$ cat config.mk
export PLATFORM = sky130hd
export DESIGN_NAME = gray_to_binary_tracker
export DESIGN_NICKNAME = d
export VERILOG_FILES = /design/src/rtl/gray_to_binary_tracker.sv
export SDC_FILE = /design/constraint.sdc
export NUM_CORES = 1
export LEC_CHECK = 0
export BUFFER_PORTS_ARGS = -buffer_cell sky130_fd_sc_hd__clkbuf_2
export CAP_MARGIN = 20
export CORE_ASPECT_RATIO = 0.5
export CORE_MARGIN = 2
export CORE_UTILIZATION = 34
export CTS_CLUSTER_SIZE = 20
export DETAILED_ROUTE_END_ITERATION = 10
export PLACE_DENSITY = 0.59
export SETUP_SLACK_MARGIN = 0.5
export SLEW_MARGIN = 20
export SYNTH_ARGS = -nofsm -noshare
export SYNTH_HDL_FRONTEND = slang
export SYNTH_SLANG_ARGS = --single-unit
$ cat constraint.sdc
create_clock -name clk -period 9.2 [get_ports clk]
set_clock_uncertainty 0.05 [all_clocks]
set_input_delay 0.92 -clock clk [delete_from_list [all_inputs] [get_ports clk]]
set_output_delay 0.92 -clock clk [all_outputs]
set_load 0.05 [all_outputs]
$ cat src/rtl/gray_to_binary_tracker.sv
`default_nettype none
// ============================================================================
// Module   : gray_to_binary_tracker
// Brief    : Two-stage Gray-to-binary decoder with up/down/hold/jump step
//            classification, signed wrap counter and saturating error count.
// Revision : 1.0 - initial release
// ============================================================================
module gray_to_binary_tracker #(
    parameter int W  = 4,
    parameter int CW = 8
) (
    input  logic          clk,
    input  logic          rst_n,
    input  logic          in_valid,
    input  logic [W-1:0]  g,
    input  logic          clr,
    output logic          out_valid,
    output logic [W-1:0]  b,
    output logic          up,
    output logic          dn,
    output logic          step_err,
    output logic          err_sticky,
    output logic [7:0]    err_cnt,
    output logic [CW-1:0] wrap_cnt
);

    typedef enum logic [0:0] {
        ST_INIT  = 1'b0,
        ST_TRACK = 1'b1
    } state_t;

    localparam logic [W-1:0] c_pos_max = '1;
    localparam logic [W-1:0] c_one     = W'(1);
    localparam logic [W-1:0] c_zero    = '0;

    state_t         r_state;
    logic           r_s1_valid;
    logic [W-1:0]   r_s1_g;
    logic [W-1:0]   r_ref;

    logic [W-1:0]   w_b;
    logic [W-1:0]   w_d;
    logic           w_up;
    logic           w_dn;
    logic           w_jump;
    logic           w_wrap_inc;
    logic           w_wrap_dec;

    // Prefix XOR from the MSB down: each binary bit folds in one more Gray bit.
    always_comb begin
        logic w_acc;
        w_acc = 1'b0;
        w_b   = '0;
        for (int i = W - 1; i >= 0; i--) begin
            w_acc  = w_acc ^ r_s1_g[i];
            w_b[i] = w_acc;
        end
    end

    // Up is tested before down so that W=1 reports a change as up.
    always_comb begin
        w_d        = w_b - r_ref;
        w_up       = (w_d == c_one);
        w_dn       = !w_up && (w_d == c_pos_max);
        w_jump     = (w_d != c_zero) && !w_up && !w_dn;
        w_wrap_inc = w_up && (r_ref == c_pos_max) && (w_b == c_zero);
        w_wrap_dec = w_dn && (r_ref == c_zero) && (w_b == c_pos_max);
    end

    always_ff @(posedge clk or negedge rst_n) begin
        if (!rst_n) begin
            r_state    <= ST_INIT;
            r_s1_valid <= 1'b0;
            r_s1_g     <= '0;
            r_ref      <= '0;
            out_valid  <= 1'b0;
            b          <= '0;
            up         <= 1'b0;
            dn         <= 1'b0;
            step_err   <= 1'b0;
            err_sticky <= 1'b0;
            err_cnt    <= '0;
            wrap_cnt   <= '0;
        end else begin
            r_s1_valid <= in_valid;
            r_s1_g     <= g;
            out_valid  <= r_s1_valid;
            up         <= 1'b0;
            dn         <= 1'b0;
            step_err   <= 1'b0;

            if (r_s1_valid) begin
                b <= w_b;
            end

            if (clr) begin
                // A sample coinciding with clr is treated as a fresh reference.
                err_cnt    <= '0;
                err_sticky <= 1'b0;
                wrap_cnt   <= '0;
                if (r_s1_valid) begin
                    r_ref   <= w_b;
                    r_state <= ST_TRACK;
                end else begin
                    r_state <= ST_INIT;
                end
            end else if (r_s1_valid) begin
                r_ref   <= w_b;
                r_state <= ST_TRACK;
                if (r_state == ST_TRACK) begin
                    up       <= w_up;
                    dn       <= w_dn;
                    step_err <= w_jump;
                    if (w_jump) begin
                        err_sticky <= 1'b1;
                        if (err_cnt != 8'hFF) begin
                            err_cnt <= err_cnt + 8'd1;
                        end
                    end
                    if (w_wrap_inc) begin
                        wrap_cnt <= wrap_cnt + CW'(1);
                    end else if (w_wrap_dec) begin
                        wrap_cnt <= wrap_cnt - CW'(1);
                    end
                end
            end
        end
    end

endmodule
`default_nettype wire

==> reports/metrics.yaml <==
io_buffers: 32
max_freq_mhz: 194.1
syn_to_final_growth_pct: 17.31
synthXorXnorAreaFrac_pct: 5.540
synthFlopType: "dfrtp_1"
final_area_mm2: 0.002146
syn_inst: 177
grt_pass1_wl_mm: 6.610
synth_top_area_share_pct: 42.41
status: "finished clean"
start_kind: "flop"
synth_top_family_by_area: "simple AND/OR/NAND/NOR gates"
grt_pass1_vias: 1412
drc: 0
multi_input_area_um2: 980.9
wl_per_cell_um: 13.79
hold_start: "r_state$_DFFE_PN0N_"
crit_required_ns: 9.36
vdd_drop_max_uv: 62.79
synthMuxAreaShare_pct: 5.198
path_clk_slew_ns: 0.07
min_path_cells: 1
cts.path.max_buffers: 2
r2r_end: "wrap_cnt[7]$_DFFE_PN0P_"
h-tree-depth: 2
synth_edf_count: 0
routed_via_density: 5.135
path_class: "flop to flop"
antenna_left: 0
hpwl_mm: 2.846
fin_crit_ns: 5.151
yosys.cell_types.count: 45
initial_core_util_pct: 36.26
core_mm2: 0.005045
final_max_slew_viol_count: 0
max_slew_margin_pct: 39.16
dieArea_mm2: 0.006018
reg2reg_slack_ns: 4.05
avgSynthCellArea_um2: 10.33
die_h_um: 55.87
dpl-instance-area_mm2: 0.002046
synth_area_leaders: "dfrtp_1 42%, ha_1 9.6%, xnor2_1 3.4%"
maxCapViolations: 0
num_rows: 18
first_iter_violations: 65
num_vias: 1443
synth.cell_area_mm2: 0.001829
dieWidth_um: 107.7
hold_class: "flop to flop"
ys_seq_area_share_pct: 42.41
synth_nets: 201
insertion_delay_ns: 0.29
clock_sinks: 31
crit_fanout: 7
wirelength_mm: 3.874
synth-simple-area-share_pct: 18.40
min_period_over_period_pct: 55.99
grt_usage_pct: 13.96
cts.hold.buffers_added: 0
post-cts-setup-buffer-count: 0
ys_warn_count: 0
cts_root_buf: "clkbuf_8"
tightest_slew_ns: 0.8872
r2r_cells: 17
globalRouteOverflowTotal: 0
cts-resized-gates: 0
crit_start: "r_s1_g[3]$_DFF_PN0_"
cp.arrival_ns: 5.31
cellLeakagePower_nw: 1.007
nets: 234
gp_congestion: 0.8016
power_density_mw_per_mm2: 169.4
final_util_pct: 42.53
r2r_start: "r_s1_g[3]$_DFF_PN0_"
cts_tree: "built"
cts_buffers: 5
setup_tns_ns: 0
antenna_found_initial: 0
finalHoldViolCount: 0
synth_compound_area_share_pct: 12.72
min_to: "r_state$_DFFE_PN0N_"
rsz0062_at_grt: "no"
synthAdderAreaFrac_pct: 11.76
drt_pre_antenna_iters: 4
grt_max_degree: 32
nFillCells: 503
ys_seq_elements: 31
antenna_cells: 0
regArea_um2: 775.7
cp-end-kind: "flop"
setup_violations: 0
final_layout_size_suffix_gt1_share_pct: 23.70
synth_top_area_cell: "dfrtp_1"
async_flop_share_pct: 100.0
io_pins: 33
## cell type report
cell class,instances,share of cell area (%)
Timing Repair Buffer,32,7.464
Multi-Input combinational cell,129,45.71
Sequential cell,31,36.15
Clock buffer,8,4.665
Inverter,11,1.924
Tap cell,70,4.082
## layer usage
metal  track usage [%]  share of wire [%]  vias up
met5                 0                  0        -
met4             6.777                2.4        0
met3             4.215                3.4       12
met2             20.04                 44       23
met1             19.12                 50      706
li1                  -                  -      702
## registers in the layout (all words and copies together), names as in the netlist
| signal | cells |
|---|---|
| r_s1_g | 4 |
| up | 1 |
| err_sticky | 1 |
| r_state | 1 |
| b | 4 |
| wrap_cnt | 8 |
| r_s1_valid | 1 |
| dn | 1 |
| step_err | 1 |
| out_valid | 1 |
| err_cnt | 8 |
## per-stage QoR
step	total power (W)	instances	hold slack (ns)	worst slack, ns
6_report	0.0003635	281	0.4683	4.049
5_1_grt	0.0003822	281	0.4960	3.567
4_1_cts	0.0003682	281	0.4682	4.101
3_5_place_dp	0.0002470	273	0.4533	4.162
3_3_place_gp	0.0002433	273	0.4412	4.453
2_1_floorplan	0.0002245	177	0.3019	4.798
## synth_stat cells, types with 2 or more instances
library cell	number
xor2_1	2
mux2i_1	5
and3_1	2
nand3_1	3
nand3b_1	3
and3_4	2
dfrtp_1	31
inv_1	11
nor2_1	12
o21a_1	2
a21o_1	2
nor3_1	4
mux2_2	4
fa_1	2
a21oi_1	12
o21ai_0	7
xnor2_1	7
o31ai_1	3
nor4_1	5
ha_1	14
nand2_1	9
nand2b_1	4
or4_1	4
clkbuf_1	4
nor2b_1	3
## worst max-delay path by stage
stage | endpoint
after global routing | wrap_cnt[7]$_DFFE_PN0P_
after floorplan | wrap_cnt[7]$_DFFE_PN0P_
after CTS | wrap_cnt[7]$_DFFE_PN0P_
after detailed placement | wrap_cnt[7]$_DFFE_PN0P_
final | wrap_cnt[7]$_DFFE_PN0P_
after global placement | wrap_cnt[7]$_DFFE_PN0P_
## placed cells by master (no fill, tap or decap), drive strengths merged, types with 2 or more instances in the layout
cell type | netlist | layout
nor4 | 5 | 5
a21oi | 12 | 12
a21o | 2 | 2
nor3 | 5 | 5
mux2 | 4 | 4
nor2b | 3 | 3
o21a | 2 | 2
or4 | 4 | 4
ha | 14 | 14
and3 | 4 | 4
dfrtp | 31 | 31
nand3b | 3 | 3
inv | 11 | 11
mux2i | 5 | 5
fa | 2 | 2
nor2 | 12 | 12
xnor2 | 7 | 7
clkbuf | 4 | 40
o21ai | 7 | 7
o31ai | 3 | 3
nand2 | 9 | 9
nand3 | 3 | 3
nand2b | 4 | 4
xor2 | 2 | 2
## logic make-up after synthesis
group,Yosys count
buffers and inverters,17
muxes,9
AOI/OAI and AO/OA,36
xor gates and xnor gates,10
adders and majority gates,16
and+or+nand+nor,58
DFF,31
## power breakdown
part | switching [W] | total [W] | internal [W]
registers | 0.00000778 | 0.000151 | 0.000144
logic | 0.0000639 | 0.0000922 | 0.0000283
clock network | 0.0000516 | 0.000120 | 0.0000682
## worst max-delay path, cell delays in order, from the launching register on
cell and delay, ns:
dfrtp_1 0.40, inv_1 0.13, ha_1 0.29, xnor2_1 0.41
inv_1 0.14, ha_1 0.32, ha_1 0.22, fa_1 0.56
nand2b_1 0.10, nor4_1 0.62, nand2b_1 0.34, ha_1 0.37
a211oi_1 0.28, o21ai_0 0.14, a31oi_1 0.21, xor2_1 0.22
nand3b_1 0.10, a21oi_1 0.17
Power figures use the tool's default switching activity.
